File: config.mk
export PLATFORM = sky130hd
export DESIGN_NAME = mono_data_tx_emu_flat
export DESIGN_NICKNAME = d
export VERILOG_FILES = /design/src/rtl/mono_data_tx_emu_if.sv /design/src/rtl/mono_data_tx_emu.sv /design/src/flat_wrapper.sv
export SDC_FILE = /design/constraint.sdc
export NUM_CORES = 1
export LEC_CHECK = 0
export BUFFER_PORTS_ARGS = -buffer_cell sky130_fd_sc_hd__buf_2
export CAP_MARGIN = 20
export CORE_MARGIN = 1
export CORE_UTILIZATION = 50
export CTS_BUF_LIST = sky130_fd_sc_hd__clkbuf_8
export DETAILED_ROUTE_END_ITERATION = 10
export PLACE_DENSITY = 0.73
export SLEW_MARGIN = 20
export SYNTH_ARGS = -nofsm -noshare
export SYNTH_HDL_FRONTEND = slang
export SYNTH_SLANG_ARGS = --single-unit
File: constraint.sdc
create_clock -name BUS_CLK -period 5.7 [get_ports BUS_CLK]
set_input_delay 0.57 -clock BUS_CLK [delete_from_list [all_inputs] [get_ports BUS_CLK]]
set_output_delay 0.57 -clock BUS_CLK [all_outputs]
set_load 0.02 [all_outputs]
File: src/rtl/mono_data_tx_emu_if.sv
// Register bus plus token/read/freeze/serial-data lines of the Monopix readout emulator.
// The slave side is the emulated chip; the master side is the bus host and receiver.
interface mono_data_tx_emu_if #(
  parameter int ABUSWIDTH = 16
);
  logic [ABUSWIDTH-1:0] BUS_ADD;
  logic [7:0]           BUS_DATA_IN;
  logic [7:0]           BUS_DATA_OUT;
  logic                 BUS_WR;
  logic                 BUS_RD;
  logic                 TX_READ;
  logic                 TX_FREEZE;
  logic                 TX_TOKEN;
  logic                 TX_DATA;
  logic                 TX_CLK;
  logic                 BUSY;

  modport slave (
    input  BUS_ADD, BUS_DATA_IN, BUS_WR, BUS_RD, TX_READ, TX_FREEZE,
    output BUS_DATA_OUT, TX_TOKEN, TX_DATA, TX_CLK, BUSY
  );

  modport master (
    output BUS_ADD, BUS_DATA_IN, BUS_WR, BUS_RD, TX_READ, TX_FREEZE,
    input  BUS_DATA_OUT, TX_TOKEN, TX_DATA, TX_CLK, BUSY
  );
endinterface

File: src/rtl/mono_data_tx_emu.sv
// Monopix readout emulator: bus-loaded hit FIFO, token/freeze handling and
// MSB-first 30-bit serializer clocked by a divided TX_CLK.
module mono_data_tx_emu #(
  parameter int ABUSWIDTH  = 16,
  parameter int DEPTH_LOG2 = 4,
  parameter int CLK_DIV    = 4
) (
  input  logic                  BUS_CLK,
  input  logic                  RST,
  mono_data_tx_emu_if.slave     bus
);
  localparam int DEPTH = 1 << DEPTH_LOG2;
  localparam int CW    = $clog2(CLK_DIV);
  localparam logic [CW-1:0] CNT_LAST = CW'(CLK_DIV - 1);
  localparam logic [CW-1:0] CNT_FALL = CW'(CLK_DIV / 2 - 1);
  localparam logic [CW-1:0] CNT_HALF = CW'(CLK_DIV / 2);

  typedef enum logic [1:0] {IDLE, ARM, SHIFT, DONE} state_t;

  logic rst_i;
  assign rst_i = RST | (bus.BUS_WR & (bus.BUS_ADD == '0));

  // configuration and staging bytes
  logic       conf_en;
  logic [7:0] b2, b3, b4;
  always_ff @(posedge BUS_CLK) begin
    if (rst_i) begin
      conf_en <= 1'b0;
      b2 <= '0; b3 <= '0; b4 <= '0;
    end else if (bus.BUS_WR) begin
      case (bus.BUS_ADD)
        ABUSWIDTH'(1): conf_en <= bus.BUS_DATA_IN[0];
        ABUSWIDTH'(2): b2 <= bus.BUS_DATA_IN;
        ABUSWIDTH'(3): b3 <= bus.BUS_DATA_IN;
        ABUSWIDTH'(4): b4 <= bus.BUS_DATA_IN;
        default: ;
      endcase
    end
  end

  // hit FIFO; a push into a full FIFO is accepted when a pop frees a slot the same cycle
  logic [29:0]           mem [DEPTH];
  logic [DEPTH_LOG2-1:0] wr_ptr, rd_ptr;
  logic [DEPTH_LOG2:0]   fill;
  logic [7:0]            ovf_cnt;
  logic                  push, push_ok, pop, full;
  logic [29:0]           head;

  assign push    = ~rst_i & bus.BUS_WR & (bus.BUS_ADD == ABUSWIDTH'(5));
  assign full    = (fill == (DEPTH_LOG2+1)'(DEPTH));
  assign push_ok = push & (~full | pop);
  assign head    = mem[rd_ptr];

  always_ff @(posedge BUS_CLK) begin
    if (push_ok) mem[wr_ptr] <= {bus.BUS_DATA_IN[5:0], b4, b3, b2};
  end

  always_ff @(posedge BUS_CLK) begin
    if (rst_i) begin
      wr_ptr  <= '0;
      rd_ptr  <= '0;
      fill    <= '0;
      ovf_cnt <= '0;
    end else begin
      if (push_ok) wr_ptr <= wr_ptr + 1'b1;
      if (pop)     rd_ptr <= rd_ptr + 1'b1;
      case ({push_ok, pop})
        2'b10:   fill <= fill + 1'b1;
        2'b01:   fill <= fill - 1'b1;
        default: ;
      endcase
      if (push && !push_ok && ovf_cnt != 8'hFF) ovf_cnt <= ovf_cnt + 8'd1;
    end
  end

  // receiver lines are asynchronous to BUS_CLK
  logic [1:0] read_s, freeze_s;
  logic       read_d, read_rise;
  always_ff @(posedge BUS_CLK) begin
    if (rst_i) begin
      read_s   <= '0;
      freeze_s <= '0;
      read_d   <= 1'b0;
    end else begin
      read_s   <= {read_s[0], bus.TX_READ};
      freeze_s <= {freeze_s[0], bus.TX_FREEZE};
      read_d   <= read_s[1];
    end
  end
  assign read_rise = read_s[1] & ~read_d;

  logic [CW-1:0] cnt;
  logic          fall_tick;
  always_ff @(posedge BUS_CLK) begin
    if (rst_i || !conf_en) cnt <= '0;
    else                   cnt <= (cnt == CNT_LAST) ? '0 : cnt + 1'b1;
  end
  assign fall_tick = conf_en & (cnt == CNT_FALL);

  logic token;
  always_ff @(posedge BUS_CLK) begin
    if (rst_i)            token <= 1'b0;
    else if (!freeze_s[1]) token <= conf_en & (fill != '0);
  end

  state_t      state, state_nx;
  logic [29:0] shreg, shreg_nx;
  logic [4:0]  bit_idx, bit_idx_nx;
  logic        tx_data, tx_data_nx;
  logic [7:0]  sent_cnt, sent_nx;

  always_ff @(posedge BUS_CLK) begin
    if (rst_i) begin
      state    <= IDLE;
      shreg    <= '0;
      bit_idx  <= '0;
      tx_data  <= 1'b0;
      sent_cnt <= '0;
    end else begin
      state    <= state_nx;
      shreg    <= shreg_nx;
      bit_idx  <= bit_idx_nx;
      tx_data  <= tx_data_nx;
      sent_cnt <= sent_nx;
    end
  end

  // TX_DATA only moves on fall_tick, so it is stable across every TX_CLK rise
  always_comb begin
    state_nx   = state;
    shreg_nx   = shreg;
    bit_idx_nx = bit_idx;
    tx_data_nx = tx_data;
    sent_nx    = sent_cnt;
    pop        = 1'b0;
    case (state)
      IDLE: if (read_rise && conf_en && fill != '0) state_nx = ARM;
      ARM: begin
        if (!conf_en) begin
          state_nx   = IDLE;
          tx_data_nx = 1'b0;
        end else if (fall_tick) begin
          shreg_nx   = head;
          pop        = 1'b1;
          bit_idx_nx = 5'd29;
          tx_data_nx = head[29];
          state_nx   = SHIFT;
        end
      end
      SHIFT: begin
        if (!conf_en) begin
          state_nx   = IDLE;
          tx_data_nx = 1'b0;
        end else if (fall_tick) begin
          if (bit_idx == 5'd0) begin
            tx_data_nx = 1'b0;
            sent_nx    = sent_cnt + 8'd1;
            state_nx   = DONE;
          end else begin
            bit_idx_nx = bit_idx - 5'd1;
            tx_data_nx = shreg[bit_idx - 5'd1];
          end
        end
      end
      DONE: if (!read_s[1]) state_nx = IDLE;
      default: state_nx = IDLE;
    endcase
  end

  logic [7:0] rd_mux, rd_q;
  always_comb begin
    rd_mux = 8'd0;
    case (bus.BUS_ADD)
      ABUSWIDTH'(0): rd_mux = 8'd1;
      ABUSWIDTH'(1): rd_mux = {7'd0, conf_en};
      ABUSWIDTH'(2): rd_mux = b2;
      ABUSWIDTH'(3): rd_mux = b3;
      ABUSWIDTH'(4): rd_mux = b4;
      ABUSWIDTH'(6): rd_mux = 8'(fill);
      ABUSWIDTH'(7): rd_mux = sent_cnt;
      ABUSWIDTH'(8): rd_mux = ovf_cnt;
      default:       rd_mux = 8'd0;
    endcase
  end

  always_ff @(posedge BUS_CLK) begin
    if (rst_i)           rd_q <= '0;
    else if (bus.BUS_RD) rd_q <= rd_mux;
  end

  assign bus.BUS_DATA_OUT = rd_q;
  assign bus.TX_TOKEN     = token;
  assign bus.TX_DATA      = tx_data;
  assign bus.TX_CLK       = conf_en & (cnt < CNT_HALF);
  assign bus.BUSY         = (state == ARM) || (state == SHIFT);
endmodule

File: src/flat_wrapper.sv
// flat-port wrapper written by rule: the top's interface ports become plain ports
module mono_data_tx_emu_flat 
#(
  parameter int ABUSWIDTH  = 16,
  parameter int DEPTH_LOG2 = 4,
  parameter int CLK_DIV    = 4
)
  (BUS_CLK, RST, bus_BUS_ADD, bus_BUS_DATA_IN, bus_BUS_WR, bus_BUS_RD, bus_TX_READ, bus_TX_FREEZE, bus_BUS_DATA_OUT, bus_TX_TOKEN, bus_TX_DATA, bus_TX_CLK, bus_BUSY);
  mono_data_tx_emu_if #(.ABUSWIDTH(ABUSWIDTH)) bus_i ();
  input  logic BUS_CLK;
  input  logic RST;
  input wire logic [$bits(bus_i.BUS_ADD)-1:0] bus_BUS_ADD;
  input wire logic [$bits(bus_i.BUS_DATA_IN)-1:0] bus_BUS_DATA_IN;
  input wire logic [$bits(bus_i.BUS_WR)-1:0] bus_BUS_WR;
  input wire logic [$bits(bus_i.BUS_RD)-1:0] bus_BUS_RD;
  input wire logic [$bits(bus_i.TX_READ)-1:0] bus_TX_READ;
  input wire logic [$bits(bus_i.TX_FREEZE)-1:0] bus_TX_FREEZE;
  output wire logic [$bits(bus_i.BUS_DATA_OUT)-1:0] bus_BUS_DATA_OUT;
  output wire logic [$bits(bus_i.TX_TOKEN)-1:0] bus_TX_TOKEN;
  output wire logic [$bits(bus_i.TX_DATA)-1:0] bus_TX_DATA;
  output wire logic [$bits(bus_i.TX_CLK)-1:0] bus_TX_CLK;
  output wire logic [$bits(bus_i.BUSY)-1:0] bus_BUSY;
  assign bus_i.BUS_ADD = bus_BUS_ADD;
  assign bus_i.BUS_DATA_IN = bus_BUS_DATA_IN;
  assign bus_i.BUS_WR = bus_BUS_WR;
  assign bus_i.BUS_RD = bus_BUS_RD;
  assign bus_i.TX_READ = bus_TX_READ;
  assign bus_i.TX_FREEZE = bus_TX_FREEZE;
  assign bus_BUS_DATA_OUT = bus_i.BUS_DATA_OUT;
  assign bus_TX_TOKEN = bus_i.TX_TOKEN;
  assign bus_TX_DATA = bus_i.TX_DATA;
  assign bus_TX_CLK = bus_i.TX_CLK;
  assign bus_BUSY = bus_i.BUSY;
  mono_data_tx_emu #(.ABUSWIDTH(ABUSWIDTH), .DEPTH_LOG2(DEPTH_LOG2), .CLK_DIV(CLK_DIV)) u_core (.BUS_CLK(BUS_CLK), .RST(RST), .bus(bus_i));
endmodule
Yosys cells after proc, flatten, opt, wreduce, memory -nomap -nowiden
Memory sizes are Yosys's and may differ from the RTL's. A register that Yosys moved wholly into a read port is not among the register bits.
Index checks and enable logic that the tools add are counted.
{ "op_classes": {"add_sub_neg": 8, "magnitude_cmp": 2, "mux": 31, "bitwise_logic": 13, "multipliers": 0, "n_eq_ne": 27, "reduce_logical": 24, "n_shift": 0, "div": 0} }
{ "op_table": {"columns": ["op", "count"], "rows": [
  ["$eq A16 B3 Y1 const B", 4],
  ["$pmux W8 S8", 1],
  ["$eq A16 B2 Y1 const B", 2],
  ["$mux W5", 5],
  ["$pmux W5 S2", 2],
  ["$add A8 B1 Y8 const B", 2],
  ["$eq A16 B1 Y1 const B", 1],
  ["$eq A16 B4 Y1 const B", 1],
  ["$logic_not A16 Y1", 1],
  ["$mux W2", 7],
  ["$mux W1", 11],
  ["$ne A2 B1 Y1 const B", 5],
  ["$sub A5 B1 Y5 const B", 2],
  ["$ne A3 B3 Y1 const B", 3],
  ["$add A4 B1 Y4 const B", 2],
  ["$and A1 B1 Y1", 8],
  ["$eq A2 B2 Y1 const B", 4],
  ["$mux W4", 2],
  ["$ne A8 B8 Y1 const B", 1],
  ["$pmux W2 S4", 1],
  ["$reduce_and A2 Y1", 4],
  ["$eq A2 B1 Y1 const B", 3],
  ["$lt A5 B6 Y1 const B", 1],
  ["$reduce_and A3 Y1", 2],
  ["other kinds (20)", 30]
]} }
{ "word_totals": {"reg_bits": 108, "mem_bits_rw": 480, "rom_bits": 0, "inputBits": 30, "latch_bits": 0, "memories": 1, "output_inout_bits": 12, "wordCells": 125} }
{ "mem_list": {"columns": ["name", "depth", "word_bits", "read_ports", "rd_ports_with_merged_regs", "write_ports", "line_no", "source"], "rows": [
  ["u_core.mem", 16, 30, 1, 1, 1, "mono_data_tx_emu.sv:42", "logic [29:0] mem [DEPTH];"]
]} }

Depth between registers and ports, before layout
{ "depth": {"word_depth": 10, "ltp_mapped": 12, "ltp_nobuf": 11} }

Worst setup path after synthesis
No wires, ideal clock.
{ "synth_timing": {"path_type": "input to register", "start": "in bus_BUS_ADD[8]", "end": "mem u_core.mem[3][0], enable pin", "setup_slack_ns": 1.161, "required_time_ns": 5.246, "path_buffers": 0, "setup_time_ns": 0.454, "t_arrival_ns": 4.085, "stages": 5, "cell_sequence": "nor4_1 nand4_1 nor3_2 nand2_1 nor3_1"} }
{ "synth_between": {"elab_chain_len": 9, "word_cells_on_any_way": 10, "cone_classes": "eq/ne: 1; mux: 2; bitwise: 6; reduce/logical: 1"} }
{ "synth_rtl": {"columns": ["item", "line_no", "source"], "rows": [
  ["start: declaration", "flat_wrapper.sv:12", "input wire logic [$bits(bus_i.BUS_ADD)-1:0] bus_BUS_ADD;"],
  ["$logic_not A16 Y1", "mono_data_tx_emu.sv:21", "assign rst_i = RST | (bus.BUS_WR & (bus.BUS_ADD == '0));"],
  ["$and A1 B1 Y1", "mono_data_tx_emu.sv:21", null],
  ["$or A1 B1 Y1", "mono_data_tx_emu.sv:21", null],
  ["$not A1 Y1", "mono_data_tx_emu.sv:49", "assign push = ~rst_i & bus.BUS_WR & (bus.BUS_ADD == ABUSWIDTH'(5));"],
  ["$and A1 B1 Y1", "mono_data_tx_emu.sv:49", null],
  ["$and A1 B1 Y1 *", "mono_data_tx_emu.sv:49", null],
  ["$and A1 B1 Y1 *", "mono_data_tx_emu.sv:51", "assign push_ok = push & (~full | pop);"],
  ["$mux W1 *", "mono_data_tx_emu.sv:55", "if (push_ok) mem[wr_ptr] <= {bus.BUS_DATA_IN[5:0], b4, b3, b2};"],
  ["$mux W1 (implied by the code) *", "mono_data_tx_emu.sv:55", null],
  ["end: declaration", "mono_data_tx_emu.sv:42", null]
]} }
Mark *: on every way between the ends. The rest lies on a longest branch, timed or not.

Final worst setup path
{ "layout_timing": {"start": "reg u_core.cnt[0]", "end": "mem u_core.mem[11][4], enable pin"} }
{ "layout_between": {"elab_chain_len": 9} }
{ "layout_rtl": {"columns": ["item", "line_no", "source"], "rows": [
  ["start: declaration", "mono_data_tx_emu.sv:92", "logic [CW-1:0] cnt;"],
  ["start signal: assignment", "mono_data_tx_emu.sv:96", "else cnt <= (cnt == CNT_LAST) ? '0 : cnt + 1'b1;"],
  ["$eq A2 B1 Y1", "mono_data_tx_emu.sv:98", "assign fall_tick = conf_en & (cnt == CNT_FALL);"],
  ["$and A1 B1 Y1", "mono_data_tx_emu.sv:98", null],
  ["$mux W1", "mono_data_tx_emu.sv:142", "end else if (fall_tick) begin"],
  ["$mux W1", "mono_data_tx_emu.sv:139", "if (!conf_en) begin"],
  ["$mux W1", "mono_data_tx_emu.sv:136", "case (state)"],
  ["$or A1 B1 Y1", "mono_data_tx_emu.sv:51", null],
  ["$and A1 B1 Y1", "mono_data_tx_emu.sv:51", null],
  ["$mux W1", "mono_data_tx_emu.sv:55", null],
  ["$mux W1 (implied by the code)", "mono_data_tx_emu.sv:55", null]
]} }
No other way between the ends.

==> impl_metrics.sql <==
INSERT INTO impl_metrics (metric_group, metric, value, unit) VALUES
('logic_synthesis', 'synth_cell_type_count', '64', ''),
('worst_setup_path', 'endpoint_kind', 'register', ''),
('clock_network', 'cts-root-to-sink-buffers', '3', ''),
('job', 'cap_viol_max_count', '0', ''),
('drt', 'number_of_violations_reported_at_the_end_of_detailed_routing_iteration_0', '1315', ''),
('sta', 'max_clock_freq', '262.1', 'MHz'),
('worst_setup_path', 'critical_path.max_stage_delay', '0.97', 'ns'),
('logic_synthesis', 'synth.ff_latch_count', '592', ''),
('worst_setup_path', 'start_kind', 'register', ''),
('final_layout', 'final_core_util', '57.07', '%'),
('die', 'width_of_the_chip', '217.8', 'um'),
('sta', 'grt_setup_unrepaired', 'false', ''),
('grt', 'vias_in_the_first_global_route', '12287', ''),
('grt', 'grt_start_max_net_pins', '52', ''),
('drt', 'remaining_drc_errors', '0', ''),
('sta', 'actual_slew_at_the_worst_max_slew_pin', '1.142', 'ns'),
('sta', 'share_of_the_clock_period_used_by_the_worst_path', '66.95', '%'),
('drt', 'via_count', '12219', ''),
('worst_setup_path', 'path_class', 'register to register', ''),
('worst_setup_path', 'setup_slack_reg_to_reg', '1.88', 'ns'),
('sta', 'fin_ws', '1.884', 'ns'),
('clock_network', 'clock_insertion_delay_at_the_later_pin_of_the_skew_report', '0.65', 'ns'),
('die', 'die_height', '217.8', 'um'),
('drt', 'overall_routed_net_length', '50930', 'um'),
('worst_setup_path', 'worst_path_maximum_fanout', '38', ''),
('sta', 'hold_violations', '0', ''),
('clock_network', 'h-tree-depth', '3', ''),
('place', 'dpl_worst_slack', '1.843', 'ns'),
('drt', 'route.antenna.remaining_nets', '0', ''),
('drt', 'routed_wire_length_per_instance', '24.98', 'um'),
('sta', 'layout_min_cycle_time', '3.816', 'ns'),
('grt', 'grt.total_usage', '22.05', '%'),
('power_and_ir_drop', 'power_density', '306.3', 'nW/um2'),
('drt', 'drt-pass1-iter-count', '5', ''),
('place', 'place.port_buffers', '41', ''),
('grt', 'gr-total-overflow', '0', ''),
('min_path', 'hold_path.class', 'primary input to register', ''),
('place', 'placed_cells', '1876', ''),
('sta', 'timing_max_transition_violations_final', '0', ''),
('logic_synthesis', 'ys_warn_count', '0', ''),
('final_layout', 'drive_gt1_share', '26.13', '%'),
('final_layout', 'area_delta_synth_final', '11.94', '%'),
('final_layout', 'nNetsFinal', '1419', ''),
('grt', 'antenna_found_initial', '0', ''),
('clock_network', 'post_cts_setup_buffers', '0', ''),
('logic_synthesis', 'mappedNetlistNets', '1337', ''),
('place', 'place.detailed.hpwl', '31580', 'um'),
('clock_network', 'cts.root.buffer_cell', 'clkbuf_8', ''),
('worst_setup_path', 'crit_path_start', 'u_core.cnt[0]', ''),
('worst_setup_path', 'crit_path_cell_trace', 'ha_1, and3_2, nor3b_4, nor3_2, nand2_1, nor2_4', ''),
('worst_setup_path', 'worstPathRequired', '5.95', 'ns'),
('sta', 'skew', '0.01922', 'ns'),
('die', 'placeableCoreArea', '45670', 'um2'),
('clock_network', 'cts_resized', '0', ''),
('run_status', 'outcome', 'finished, final reports clean', ''),
('grt', 'grt_first_pass_wirelength', '76410', 'um'),
('logic_synthesis', 'synth_flop_cell', 'edfxtp_1', ''),
('logic_synthesis', 'post_synth_inst_count', '1287', ''),
('power_and_ir_drop', 'static-leakage-power', '7.229', 'nW'),
('min_path', 'hold_start', 'bus_TX_READ', ''),
('power_and_ir_drop', 'ir_worst_vdd', '256.6', 'uV'),
('sta', 'report.final.setup_viol', '0', ''),
('die', 'boundaryPins', '42', ''),
('sta', 'setup_tns', '0', 'ns'),
('worst_setup_path', 'crit_slowest_cell', 'nor2_4', ''),
('worst_setup_path', 'worstPathArrival', '4.07', 'ns'),
('die', 'initial_core_util', '50.99', '%'),
('place', 'place.gp.congestion', '0.8289', ''),
('logic_synthesis', 'synth_area', '23290', 'um2'),
('power_and_ir_drop', 'fin_total_pwr', '7.986', 'mW'),
('final_layout', 'antenna-diode-count', '0', '');
## cells in the final DEF, fill, tap and decap left out, types with 4 or more instances in the layout
| master | count |
|---|---|
| xor2_1 | 16 |
| a22o_1 | 8 |
| a21oi_1 | 55 |
| nand2_1 | 105 |
| edfxtp_1 | 480 |
| o21ai_0 | 11 |
| a211oi_1 | 6 |
| inv_1 | 43 |
| buf_2 | 41 |
| a221oi_1 | 4 |
| nand4_1 | 10 |
| clkinv_2 | 12 |
| mux2i_1 | 16 |
| a221o_1 | 5 |
| nand3_1 | 27 |
| nor3_1 | 8 |
| buf_16 | 6 |
| nor2_4 | 12 |
| clkinv_1 | 16 |
| a22oi_1 | 8 |
| mux4_2 | 156 |
| ha_1 | 19 |
| xnor2_1 | 7 |
| bufinv_16 | 5 |
| nor2_1 | 59 |
| mux2_2 | 7 |
| and2_1 | 10 |
| clkbuf_8 | 93 |
| o2bb2ai_1 | 5 |
| dfxtp_1 | 108 |
| buf_4 | 14 |
| nor3_2 | 5 |
| nor4_1 | 5 |
## logic make-up after synthesis
logic type	Yosys count	synth area share (%)
AOI/OAI and AO/OA	120	3.320
xor gates and xnor gates	23	0.8650
adders and majority gates	20	1.107
buffers and inverters	82	1.542
DFF	592	71.52
muxes	179	16.11
and+or+nand+nor	271	5.529
## worst max-delay path: cells and delay by family (launching register included)
kind / cells / cell delay [ns]
and+or+nand+nor: 5 / 2.76
adders and majority gates: 1 / 0.27
DFF: 1 / 0.37
## synthesized netlist by cell type, types with 7 or more instances
cell | n | share of area [%]
a21oi_1 | 55 | 1.2
a22o_1 | 8 | 0.30
a22oi_1 | 8 | 0.26
and2_1 | 10 | 0.27
buf_1 | 8 | 0.13
buf_2 | 26 | 0.56
clkbuf_1 | 30 | 0.48
dfxtp_1 | 112 | 9.6
edfxtp_1 | 480 | 62
ha_1 | 19 | 1.0
inv_1 | 14 | 0.23
mux2_2 | 7 | 0.34
mux2i_1 | 16 | 0.69
mux4_2 | 156 | 15
nand2_1 | 105 | 1.7
nand3_1 | 27 | 0.58
nand4_1 | 10 | 0.27
nor2_1 | 71 | 1.1
nor3_1 | 12 | 0.26
o21ai_0 | 11 | 0.24
xnor2_1 | 7 | 0.26
xor2_1 | 16 | 0.60
## state kept, by name (all words and copies together) (netlist names), 2 cells and up, named ones only
name and cells:
u_core.freeze_s 2, u_core.cnt 2, u_core.shreg 30, u_core.bus.BUS_DATA_OUT 8, u_core.ovf_cnt 8, u_core.sent_cnt 8, u_core.state 2, u_core.b3 8
u_core.bit_idx 5, u_core.rd_ptr 4, u_core.read_s 2, u_core.mem 480, u_core.b2 8, u_core.fill 5, u_core.wr_ptr 4, u_core.b4 8
## where the power goes
group	leakage (nW)	switching, mW	total [mW]	internal, mW
combinational	1.73	0.0501	0.0680	0.0179
clock	0.971	1.56	3.30	1.73
sequential	4.53	0.00168	4.62	4.62
total	7.23	1.61	7.99	6.37
## cell type report
type | count | area [um2] | share of cell area, %
Sequential cell | 592 | 16670 | 63.93
Multi-Input combinational cell | 613 | 6420 | 24.63
Clock buffer | 93 | 1280 | 4.910
Tap cell | 600 | 750.7 | 2.880
Timing Repair Buffer | 62 | 495.5 | 1.901
Clock inverter | 65 | 402.9 | 1.546
Inverter | 14 | 52.55 | 0.2016
## worst paths after layout
| check | endpoint | depth (start not counted) |
|---|---|---|
| setup / recovery | u_core.mem[11][4] | 6 |
| hold / removal | u_core.read_s[0] | 2 |
| setup reg to reg | u_core.mem[11][4] | 6 |
| hold reg to reg | u_core.freeze_s[1] | 1 |
## routing by layer
| metal | vias to the layer above | track usage (%) | share of wire (%) |
|---|---|---|---|
| met2 | 496 | 35.59 | 49 |
| met1 | 6317 | 30.17 | 41 |
| met5 | - | 0 | 0 |
| li1 | 5314 | - | - |
| met4 | 0 | 8.415 | 2.6 |
| met3 | 92 | 3.835 | 7.3 |
## through the flow
step                area (um2)  hold slack, ns
detailed placement       24230          0.4138
global route             26070          0.1272
CTS                      25920         0.09749
floorplan                23290          0.4057
global placement         24210          0.4090
finish                   26070          0.1227
No activity file was read; power rests on OpenSTA's default activity.
